## config.mk

```make
export PLATFORM = sky130hd
export DESIGN_NAME = piso_tx
export DESIGN_NICKNAME = d
export VERILOG_FILES = /design/src/rtl/piso_pkg.sv /design/src/rtl/piso_frame_gen.sv /design/src/rtl/piso_tx.sv
export SDC_FILE = /design/constraint.sdc
export NUM_CORES = 1
export LEC_CHECK = 0
export ABC_AREA = 0
export CAP_MARGIN = 20
export CORE_ASPECT_RATIO = 1.1
export CORE_MARGIN = 2
export CORE_UTILIZATION = 45
export CTS_BUF_LIST = sky130_fd_sc_hd__clkbuf_4 sky130_fd_sc_hd__clkbuf_8 sky130_fd_sc_hd__clkbuf_16
export DETAILED_ROUTE_END_ITERATION = 6
export PLACE_DENSITY = 0.8
export SLEW_MARGIN = 25
export SYNTH_ARGS = -nofsm -noshare
export SYNTH_HDL_FRONTEND = slang
export SYNTH_SLANG_ARGS = --single-unit
export TNS_END_PERCENT = 20
```

## constraint.sdc

```tcl
create_clock -name baud_clk -period 2.13 [get_ports baud_clk]
set_input_delay 0.5325 -clock baud_clk [delete_from_list [all_inputs] [get_ports baud_clk]]
set_output_delay 0.5325 -clock baud_clk [all_outputs]
set_load 0.05 [all_outputs]
```

## src/rtl/piso_pkg.sv

```systemverilog
// Shared types and constants for the piso_tx serial transmitter.
//   state_e : FSM state encoding (IDLE/ACTIVE)
//   frame_t : 11-bit serial frame layout, MSB..LSB = stop, parity, data, start
//   FRAME_W / LAST_IDX / CNT_W : frame width, index of the stop bit, counter width
//   PAR_*   : parity_type encodings
package piso_pkg;

    localparam int unsigned FRAME_W  = 11;
    localparam int unsigned LAST_IDX = 10;
    localparam int unsigned CNT_W    = 4;

    typedef enum logic {
        IDLE   = 1'b0,
        ACTIVE = 1'b1
    } state_e;

    localparam logic [1:0] PAR_NONE     = 2'b00;
    localparam logic [1:0] PAR_ODD      = 2'b01;
    localparam logic [1:0] PAR_EVEN     = 2'b10;
    localparam logic [1:0] PAR_NONE_ALT = 2'b11;

    typedef struct packed {
        logic       stop;
        logic       par;
        logic [7:0] data;
        logic       start;
    } frame_t;

    localparam logic [FRAME_W-1:0] FRAME_IDLE = '1;

endpackage

```

## src/rtl/piso_frame_gen.sv

```systemverilog
// Combinational frame builder: {stop=1, P, data_in, start=0}.
// For "none" parity types P is forced to 1 and acts as a second stop bit.
// Build option PISO_INT_PARITY_EN: P is computed from data_in (odd/even)
// and parity_bit is ignored; otherwise P is taken from parity_bit.
// Ports:
//   data_in     [7:0] in  byte to frame
//   parity_type [1:0] in  00/11 none, 01 odd, 10 even
//   parity_bit        in  externally computed parity bit
//   frame_man   [10:0] out frame built from the current inputs
module piso_frame_gen
    import piso_pkg::*;
(
    input  logic [7:0]         data_in,
    input  logic [1:0]         parity_type,
    input  logic               parity_bit,
    output logic [FRAME_W-1:0] frame_man
);

    logic   par_c;
    frame_t frame_c;

`ifdef PISO_INT_PARITY_EN
    logic unused_parity_bit;
    assign unused_parity_bit = parity_bit;
`endif

    // Parity selection and frame assembly
    always_comb begin
        par_c = 1'b1;
`ifdef PISO_INT_PARITY_EN
        if (parity_type == PAR_ODD) begin
            par_c = ~^data_in;
        end else if (parity_type == PAR_EVEN) begin
            par_c = ^data_in;
        end
`else
        if ((parity_type == PAR_ODD) || (parity_type == PAR_EVEN)) begin
            par_c = parity_bit;
        end
`endif
        frame_c = '{stop: 1'b1, par: par_c, data: data_in, start: 1'b0};
    end

    assign frame_man = frame_c;

endmodule

```

## src/rtl/piso_tx.sv

```systemverilog
// Parallel-in serial-out transmitter. Latches an 11-bit frame when send is
// seen in IDLE and shifts it out LSB first (start, D0..D7, P, stop), one bit
// per baud_clk cycle, then returns to IDLE with a one-cycle done_flag pulse.
// Build option PISO_INT_PARITY_EN selects internally computed parity.
// Ports:
//   baud_clk          in  bit-rate clock (rising edge)
//   reset             in  synchronous active-high reset
//   send              in  level request to transmit
//   data_in     [7:0] in  byte to transmit
//   parity_type [1:0] in  00/11 none, 01 odd, 10 even
//   parity_bit        in  external parity bit
//   data_tx           out serial line, idle high
//   active_flag       out frame being shifted
//   done_flag         out one-cycle pulse after the stop bit
//   frame_man  [10:0] out frame built from current inputs
//   frame_r    [10:0] out latched frame in flight
//   next_state        out FSM state (0 IDLE, 1 ACTIVE)
//   count_full        out last frame bit on data_tx
module piso_tx
    import piso_pkg::*;
(
    input  logic               baud_clk,
    input  logic               reset,
    input  logic               send,
    input  logic [7:0]         data_in,
    input  logic [1:0]         parity_type,
    input  logic               parity_bit,
    output logic               data_tx,
    output logic               active_flag,
    output logic               done_flag,
    output logic [FRAME_W-1:0] frame_man,
    output logic [FRAME_W-1:0] frame_r,
    output logic               next_state,
    output logic               count_full
);

    state_e               state_q, state_d;
    logic [CNT_W-1:0]     cnt_q, cnt_d;
    logic [FRAME_W-1:0]   frame_q, frame_d;
    logic                 done_q, done_d;
    logic                 tx_q, tx_d;
    logic                 full_q, full_d;

    piso_frame_gen u_frame_gen (
        .data_in     (data_in),
        .parity_type (parity_type),
        .parity_bit  (parity_bit),
        .frame_man   (frame_man)
    );

    // State and output registers
    always_ff @(posedge baud_clk) begin
        if (reset) begin
            state_q <= IDLE;
            cnt_q   <= '0;
            frame_q <= FRAME_IDLE;
            done_q  <= 1'b0;
            tx_q    <= 1'b1;
            full_q  <= 1'b0;
        end else begin
            state_q <= state_d;
            cnt_q   <= cnt_d;
            frame_q <= frame_d;
            done_q  <= done_d;
            tx_q    <= tx_d;
            full_q  <= full_d;
        end
    end

    // Next-state, counter and shifter logic
    always_comb begin
        state_d = state_q;
        cnt_d   = cnt_q;
        frame_d = frame_q;
        done_d  = 1'b0;
        case (state_q)
            IDLE: begin
                if (send) begin
                    frame_d = frame_man;
                    cnt_d   = '0;
                    state_d = ACTIVE;
                end
            end
            ACTIVE: begin
                if (cnt_q == CNT_W'(LAST_IDX)) begin
                    state_d = IDLE;
                    cnt_d   = '0;
                    done_d  = 1'b1;
                end else begin
                    cnt_d = cnt_q + CNT_W'(1);
                end
            end
        endcase
        // Registered line value follows the bit that will be selected next cycle
        tx_d   = (state_d == ACTIVE) ? frame_d[cnt_d] : 1'b1;
        full_d = (state_d == ACTIVE) && (cnt_d == CNT_W'(LAST_IDX));
    end

    assign data_tx     = tx_q;
    assign active_flag = (state_q == ACTIVE);
    assign next_state  = (state_q == ACTIVE);
    assign done_flag   = done_q;
    assign count_full  = full_q;
    assign frame_r     = frame_q;

endmodule

```

==> results of run 1 <==
[power groups by stage]
stage,combinational (mW),sequential [mW],clock [mW]
2_1_floorplan,0.178,0.462,0
5_1_grt,0.385,0.408,0.220
6_report,0.365,0.405,0.200
3_5_place_dp,0.359,0.413,0
3_3_place_gp,0.356,0.412,0
4_1_cts,0.361,0.405,0.207
[Yosys cell counts (all sizes together)]
library cell	n
nor4b	1
inv	5
and4	1
a211oi	1
a311o	1
nand2	20
mux2	2
nand2b	3
a41oi	1
o21ai	3
buf	18
a31oi	2
a21o	5
mux2i	6
dfxtp	19
a22o	1
nor2	11
conb	2
and2b	1
o311a	1
a221oi	1
nor3	6
a31o	1
and3b	1
a221o	1
o21bai	1
a22oi	2
clkbuf	2
xor2	2
nand3b	8
o2111ai	1
a21oi	5
a211o	1
nor3b	1
and2	1
or3	1
a2111oi	2
[state kept, by name (all words and copies together), names as in the netlist]
| signal | flops |
|---|---|
| active_flag | 1 |
| cnt_q | 4 |
| count_full | 1 |
| data_tx | 1 |
| done_flag | 1 |
| frame_r | 11 |
[routing by layer]
| metal | part of all wire (%) | routed length, um |
|---|---|---|
| met4 | 2.3 | 69 |
| met5 | 0 | 0 |
| met1 | 43 | 1287 |
| met2 | 48 | 1432 |
| met3 | 6.8 | 202 |
[per-stage QoR]
step	hold slack, ns	std cells
floorplan	0.5583	141
global placement	0.4734	201
detailed placement	0.4870	201
CTS	0.5062	205
global route	0.5319	205
finish	0.5026	205
[final timing paths]
check	from	end	slack [ns]
setup / recovery	frame_r[10]	frame_r[10]	0.05
hold / removal	frame_r[1]	frame_r[1]	0.50
setup reg to reg	cnt_q[1]	data_tx	0.21
hold reg to reg	frame_r[1]	frame_r[1]	0.50
[cells by family (layout without fill, tap and decap cells)]
family                    after synthesis  count (layout)  synth area share (%)
xor gates and xnor gates                2               2                 1.476
AOI/OAI and AO/OA                      30              30                 18.55
DFF                                    19              19                 32.03
muxes                                   8               8                 6.955
and+or+nand+nor                        55              55                 25.92
other                                   2               2                0.6325
buffers and inverters                  25              58                 14.44
[layout make-up]
| cell class | instances | share of cell area [%] |
|---|---|---|
| multi-input cells | 97 | 38.08 |
| repair buffers | 49 | 34.15 |
| flip-flops and latches | 19 | 22.57 |
| well taps | 31 | 2.301 |
| clock buffers | 4 | 1.782 |
| inverters | 5 | 1.114 |
==> flow_summary_export.csv, run 1 <==
group,metric,value,unit
outcome,status,"finished, final reports clean",
worst_setup_path,crit_path_max_incr_delay,0.84,ns
worst_setup_path,crit_chain,"clkdlybuf4s50_1",
routing,drt-vias-per-instance,5.532,
finish,layout_commonest_cell,"clkdlybuf4s50_1",
routing,avgRoutedWirePerCell,14.60,um
sta,setup_viol,0,
finish,nNetsFinal,189,
sta,hold_viol,0,
routing,vias,1134,
finish,fin_util,67.52,%
min_path,whs_path_depth,2,
worst_setup_path,crit_family,"buffers and inverters",
grt,grt_pass1_wl,4871,um
grt,grt_use_met3,3.866,%
finish,mostFrequentLayoutCells,"clkdlybuf4s50_1 (26), nand2_1 (19), dfxtp_1 (19)",
yosys,syn_area_per_cell,8.421,um^2
routing,drc,0,
floorplan,die_h,57.88,um
finish,fill_cells,213,
yosys,synthCells,141,
power_and_ir_drop,ir_drop,0.4572,mV
clock_tree,post-cts-setup-buffers,0,
yosys,syn_area,1187,um^2
worst_setup_path,path_buf_inv,1,
clock_tree,clockRootBuffer,"clkbuf_4",
routing,antenna_left,0,
worst_setup_path,reg2regPathDepth,6,
grt,antenna_found_initial,0,
sta,clock.fmax,479.6,MHz
yosys,ys_ff_latch,19,
sta,drv_slew,0,
power_and_ir_drop,combPwrFrac,37.6,%
finish,finalInstanceArea,1685,um^2
grt,grt_pass1_vias,1093,
worst_setup_path,worstPathArrival,1.55,ns
clock_tree,cts_tree,"done",
sta,fin_skew,0.005206,ns
worst_setup_path,crit_type,"reg -> out",
clock_tree,cts.clk_slew.worst_paths,0.11,ns
floorplan,ios,41,
clock_tree,cts-htree-levels,1,
sta,setup-tns-final,0,ns
power_and_ir_drop,pwr-share-clk,20.7,%
grt,grt_remaining_overflow,0,
clock_tree,clk_latency,0.30,ns
sta,postLayoutSetupSlackWorst,0.04511,ns
place,place_congestion,0.8780,
power_and_ir_drop,switching_power,0.3487,mW
worst_setup_path,path_max_fanout,5,
yosys,syn_nets,155,
power_and_ir_drop,netSwitchingFraction,35.96,%
finish,diodes,0,
grt,grt_busiest_layer,"met2",
place,dpl_cell_area,1647,um^2
finish,multi_input_area,641.9,um^2
yosys,synth_largest_area_cell,"dfxtp_1",
worst_setup_path,cp.depth,1,
min_path,hold_path.class,"reg -> reg",
floorplan,die_w,52.98,um
floorplan,initial_core_util,47.57,%
grt,grt.met2_usage,33.93,%
job,maxCapViolations,0,
power_and_ir_drop,p_leak,0.7256,nW
power_and_ir_drop,total_power,0.9696,mW
finish,seq_area,380.4,um^2
clock_tree,numCtsBuffers,3,
worst_setup_path,required,1.60,ns
routing,drt_iter0_drc,35,
sta,rsz0062_at_grt,"no",
routing,dr.pass1.iters,4,
place,post-place-ws,-0.2414,ns
grt,gr-usage-met1,27.63,%
yosys,synth.top_cells.by_area,"dfxtp_1 (32%), buf_4 (8.2%), nand2_1 (6.0%)",
yosys,yosys_warnings,0,
power_and_ir_drop,p_int,0.6209,mW
yosys,seq_area_frac_synth,32.03,%
grt,grt_max_degree,17,
floorplan,rows,19,
place,port_buffers,38,
clock_tree,clock_sink_count,19,
sta,min_period,2.085,ns
worst_setup_path,cpMaxStageDelayCell,"clkdlybuf4s50_1",
grt,grt_usage,21.07,%
yosys,ys_types,43,
place,hpwl,2263,um
clock_tree,clock_path_buffers,2,
yosys,synth_top_area_share,32.03,%
floorplan,dieArea,3066,um^2
finish,drive_gt1_share,18.39,%
floorplan,coreArea,2496,um^2
finish,syn_to_final_growth,41.94,%
power_and_ir_drop,seqPwrFrac,41.7,%
sta,worst_pin_slew,0.6508,ns
worst_setup_path,start_kind,"flip-flop",
routing,wirelength,2992,um
sta,period_share,97.88,%
sta,timing.slew.headroom,55.49,%
worst_setup_path,end_kind,"output port",
power_and_ir_drop,p_per_area,575.3,nW/um^2
clock_tree,postCtsHoldBufs,0,
clock_tree,cts-resized-gates,0,
No activity file was read; power rests on OpenSTA's default activity.
==> run 2, diff against run 1 <==
CORE_MARGIN = default   (was 2)
TNS_END_PERCENT = 50   (was 20)
==> run 2 against run 1 <==
  * Die area decreased by 7.1%
  * Clock-buffer cell count unchanged
  * Clock skew shrank 0.0037 ns
  * Combinational power decreased by 2%
  * Clock power is 3% lower
  * Sequential cell count unchanged
  * Core utilization fell by 0.20 points
  * Via count decreased by 0.53%
  * Maximum frequency grew 0.44%
  * Sequential power about the same
  * Sequential share of layout area rose by 0.22 points
==> flow_summary_export.csv, run 2 (synthesized netlist as in run 1, its figures left out) <==
group,metric,value,unit
sta,drv_slew,0,
sta,hold_viol,0,
routing,drc,0,
place,post-place-ws,-0.1504,ns
clock_tree,cts-htree-levels,1,
routing,wirelength,2920,um
clock_tree,clock_sink_count,19,
worst_setup_path,crit_type,"reg -> out",
floorplan,rows,19,
finish,drive_gt1_share,18.97,%
sta,clock.fmax,481.8,MHz
finish,syn_to_final_growth,41.52,%
finish,fin_util,67.32,%
floorplan,die_h,55.88,um
clock_tree,postCtsHoldBufs,0,
power_and_ir_drop,ir_drop,0.4365,mV
floorplan,dieArea,2848,um^2
worst_setup_path,crit_path_max_incr_delay,0.83,ns
worst_setup_path,crit_family,"buffers and inverters",
grt,grt_use_met3,6.011,%
grt,grt.met2_usage,39.47,%
routing,dr.pass1.iters,4,
sta,rsz0062_at_grt,"no",
outcome,status,"finished, final reports clean",
grt,grt_busiest_layer,"met2",
sta,period_share,97.45,%
grt,grt_pass1_vias,1131,
worst_setup_path,path_buf_inv,1,
sta,worst_pin_slew,0.6084,ns
worst_setup_path,worstPathArrival,1.54,ns
worst_setup_path,path_max_fanout,5,
floorplan,coreArea,2496,um^2
floorplan,die_w,50.98,um
worst_setup_path,crit_chain,"clkdlybuf4s50_1",
sta,fin_skew,0.001458,ns
worst_setup_path,start_kind,"flip-flop",
place,port_buffers,38,
clock_tree,clock_path_buffers,2,
clock_tree,clk_latency,0.30,ns
clock_tree,cts.clk_slew.worst_paths,0.10,ns
grt,grt_remaining_overflow,0,
grt,grt_max_degree,22,
sta,timing.slew.headroom,59.39,%
finish,nNetsFinal,189,
floorplan,initial_core_util,47.57,%
place,hpwl,2263,um
worst_setup_path,cpMaxStageDelayCell,"clkdlybuf4s50_1",
job,maxCapViolations,0,
worst_setup_path,end_kind,"output port",
routing,drt-vias-per-instance,5.502,
floorplan,ios,41,
sta,postLayoutSetupSlackWorst,0.05427,ns
finish,largest_reg_flops,11,
clock_tree,clockRootBuffer,"clkbuf_4",
clock_tree,cts_tree,"done",
finish,fill_cells,213,
worst_setup_path,required,1.60,ns
grt,gr-usage-met1,25.93,%
routing,avgRoutedWirePerCell,14.24,um
sta,min_period,2.076,ns
grt,grt_pass1_wl,4974,um
grt,antenna_found_initial,0,
routing,antenna_left,0,
place,place_congestion,0.9351,
min_path,hold_path.class,"reg -> reg",
finish,diodes,0,
routing,drt_iter0_drc,25,
power_and_ir_drop,p_leak,0.7228,nW
clock_tree,numCtsBuffers,3,
power_and_ir_drop,p_per_area,572.1,nW/um^2
routing,vias,1128,
grt,grt_usage,23.27,%
sta,setup_viol,0,
finish,mostFrequentLayoutCells,"clkdlybuf4s50_1 (27), nand2_1 (19), dfxtp_1 (17)",
finish,layout_commonest_cell,"clkdlybuf4s50_1",
## run 2: cell types whose count changed in the layout (fill, tap and decap cells not counted), sizes merged
| cell | change |
|---|---|
| clkdlybuf4s50 | +1 |
| dlymetal6s2s | -1 |
## run 2: metal layers
metal | vias up | routed length [um]
li1 | 553 | -
met3 | 9 | 190
met2 | 43 | 1518
met5 | - | 0
met4 | 0 | 80
met1 | 523 | 1130
## run 2: area by class of cell
cell class                 count  area (um^2)  area share (%)
multi-input combinational     97        636.9           37.90
clock buffer                   4        30.03           1.787
sequential                    19        382.9           22.78
timing repair buffer          49        573.1           34.10
tap                           31        38.79           2.308
inverter                       5        18.77           1.117
## run 2: where the power goes
part	leakage, nW	switching [mW]	internal, mW
Clock	0.0184	0.109	0.0859
Sequential	0.157	0.0309	0.377
Combinational	0.547	0.200	0.159
Total	0.723	0.340	0.621
## run 2: final timing paths
check                            startpoint         end  slack (ns)  depth (start not counted)
worst max-delay path             frame_r[8]  frame_r[8]        0.05                          1
worst min-delay path             frame_r[0]  frame_r[0]        0.51                          1
worst max register to register  active_flag     data_tx        0.29                          6
worst min register to register   frame_r[0]  frame_r[0]        0.51                          1
## run 2: repair_timing
item	4_1_cts	5_1_grt
hold endpoints to repair	0	0
gates resized for setup	0	3
buffers inserted	0	0
setup endpoints to repair	0	1
## run 2: per-stage QoR
| stage | power (mW) | setup TNS, ns | cells | hold WS [ns] | cell area, um^2 |
|---|---|---|---|---|---|
| 6_report | 0.9613 | 0 | 205 | 0.5111 | 1680 |
| 5_1_grt | 1.010 | 0 | 205 | 0.5390 | 1680 |
| 4_1_cts | 0.9672 | 0 | 205 | 0.5106 | 1677 |
| 3_5_place_dp | 0.7720 | -0.1504 | 201 | 0.4871 | 1647 |
| 3_3_place_gp | 0.7653 | 0 | 201 | 0.4855 | 1647 |
| 2_1_floorplan | 0.6397 | 0 | 141 | 0.5583 | 1187 |
==> run 3, diff against run 2 <==
SETUP_SLACK_MARGIN = 0.02   (was default)
==> run 3 against run 2 <==
  * Cell count stayed put
  * Critical path depth stayed put
  * Non-clock buffer count stayed put
  * Highest routed layer unchanged
==> flow_summary_export.csv, run 3 (synthesized netlist as in run 1, its figures left out) <==
group,metric,value,unit
grt,grt_max_degree,22,
sta,worst_pin_slew,0.6262,ns
finish,layout_commonest_cell,"clkdlybuf4s50_1",
worst_setup_path,rrSetupSlack,0.27,ns
routing,avgRoutedWirePerCell,14.28,um
worst_setup_path,end_kind,"output port",
grt,grt_use_met3,6.011,%
finish,diodes,0,
finish,fill_cells,210,
clock_tree,post-cts-setup-buffers,0,
outcome,status,"finished, final reports clean",
floorplan,initial_core_util,47.57,%
routing,wirelength,2927,um
power_and_ir_drop,p_leak,0.7295,nW
worst_setup_path,crit_path_max_incr_delay,0.83,ns
sta,min_period,2.067,ns
routing,drt-vias-per-instance,5.527,
floorplan,dieArea,2848,um^2
worst_setup_path,cpMaxStageDelayCell,"clkdlybuf4s50_1",
floorplan,coreArea,2496,um^2
finish,nNetsFinal,189,
grt,grt_busiest_layer,"met2",
worst_setup_path,start_kind,"flip-flop",
grt,grt_pass1_vias,1131,
finish,largest_reg_flops,11,
floorplan,rows,19,
sta,rsz0062_at_grt,"yes",
worst_setup_path,path_buf_inv,1,
grt,grt.met2_usage,39.47,%
sta,timing.slew.headroom,58.20,%
clock_tree,numCtsBuffers,3,
sta,hold_viol,0,
place,port_buffers,38,
routing,antenna_left,0,
grt,grt_pass1_wl,4974,um
worst_setup_path,crit_type,"reg -> out",
power_and_ir_drop,p_per_area,569.7,nW/um^2
place,place_congestion,0.9351,
place,numPlacedInstances,201,
worst_setup_path,path_max_fanout,5,
clock_tree,clock_sink_count,19,
worst_setup_path,cp-endpoint,"frame_r[10]",
floorplan,die_h,55.88,um
worst_setup_path,r2r-end,"data_tx",
floorplan,die_w,50.98,um
clock_tree,clockRootBuffer,"clkbuf_4",
routing,dr.pass1.iters,4,
grt,grt_usage,23.27,%
routing,drt_iter0_drc,25,
worst_setup_path,setup.worst_path.start,"frame_r[10]",
worst_setup_path,cp.depth,1,
grt,gr-usage-met1,25.93,%
finish,stdcell_count,205,
grt,grt_remaining_overflow,0,
power_and_ir_drop,total_power,0.9602,mW
clock_tree,cts_tree,"done",
worst_setup_path,crit_family,"buffers and inverters",
sta,drv_slew,0,
clock_tree,clk_latency,0.30,ns
clock_tree,clock_path_buffers,2,
finish,syn_to_final_growth,41.94,%
worst_setup_path,required,1.60,ns
sta,period_share,97.02,%
finish,drive_gt1_share,18.97,%
min_path,hold_path.class,"reg -> reg",
grt,antenna_found_initial,0,
sta,clock.fmax,483.9,MHz
floorplan,ios,41,
worst_setup_path,crit_chain,"clkdlybuf4s50_1",
sta,setup_viol,0,
power_and_ir_drop,ir_drop,0.4347,mV
routing,drc,0,
min_path,whs_path_depth,1,
clock_tree,cts.clk_slew.worst_paths,0.10,ns
job,maxCapViolations,0,
clock_tree,cts-htree-levels,1,
finish,mostFrequentLayoutCells,"clkdlybuf4s50_1 (25), nand2_1 (19), dfxtp_1 (17)",
worst_setup_path,reg2regPathDepth,6,
sta,fin_skew,0.002620,ns
routing,vias,1133,
place,hpwl,2263,um
finish,fin_util,67.52,%
worst_setup_path,r2r_start,"active_flag",
worst_setup_path,worstPathArrival,1.53,ns
==> run 3: worst min-delay path by stage <==
stage	endpoint	startpoint
finish	frame_r[0]	frame_r[0]
global route	frame_r[5]	frame_r[5]
CTS	frame_r[0]	frame_r[0]
detailed placement	frame_r[0]	frame_r[0]
global placement	frame_r[6]	frame_r[6]
floorplan	done_flag	cnt_q[3]
==> run 3: metrics by stage <==
stage | hold WS [ns] | area, um^2 | worst slack, ns | setup TNS (ns)
2_1_floorplan | 0.5583 | 1187 | 0.3649 | 0
3_3_place_gp | 0.4855 | 1647 | 0.006113 | 0
3_5_place_dp | 0.4871 | 1647 | -0.1504 | -0.1504
4_1_cts | 0.5106 | 1677 | 0.04542 | 0
5_1_grt | 0.5390 | 1685 | 0.01206 | 0
6_report | 0.5107 | 1685 | 0.06341 | 0
==> run 3: final cells by class <==
type | count | area [um^2] | area share (%)
inverter | 5 | 18.77 | 1.114
clock buffer | 4 | 30.03 | 1.782
tap | 31 | 38.79 | 2.301
multi-input combinational | 97 | 636.9 | 37.79
sequential | 19 | 382.9 | 22.72
timing repair buffer | 49 | 578.1 | 34.30
==> run 3: timing repair <==
item                                    in CTS  in global routing
endpoints found under the setup margin       0                  6
hold buffers                                 0                  0
gates resized for setup                      0                  5
==> run 3: where the power goes <==
part / switching [mW] / leakage [nW] / internal (mW)
clock network: 0.108 / 0.0184 / 0.0858
registers: 0.0311 / 0.157 / 0.377
logic: 0.200 / 0.554 / 0.158
==> run 3: per-layer routing <==
metal,routed length (um),vias to the layer above
met2,1504,47
li1,-,553
met4,81,0
met1,1127,524
met3,213,9
met5,0,-
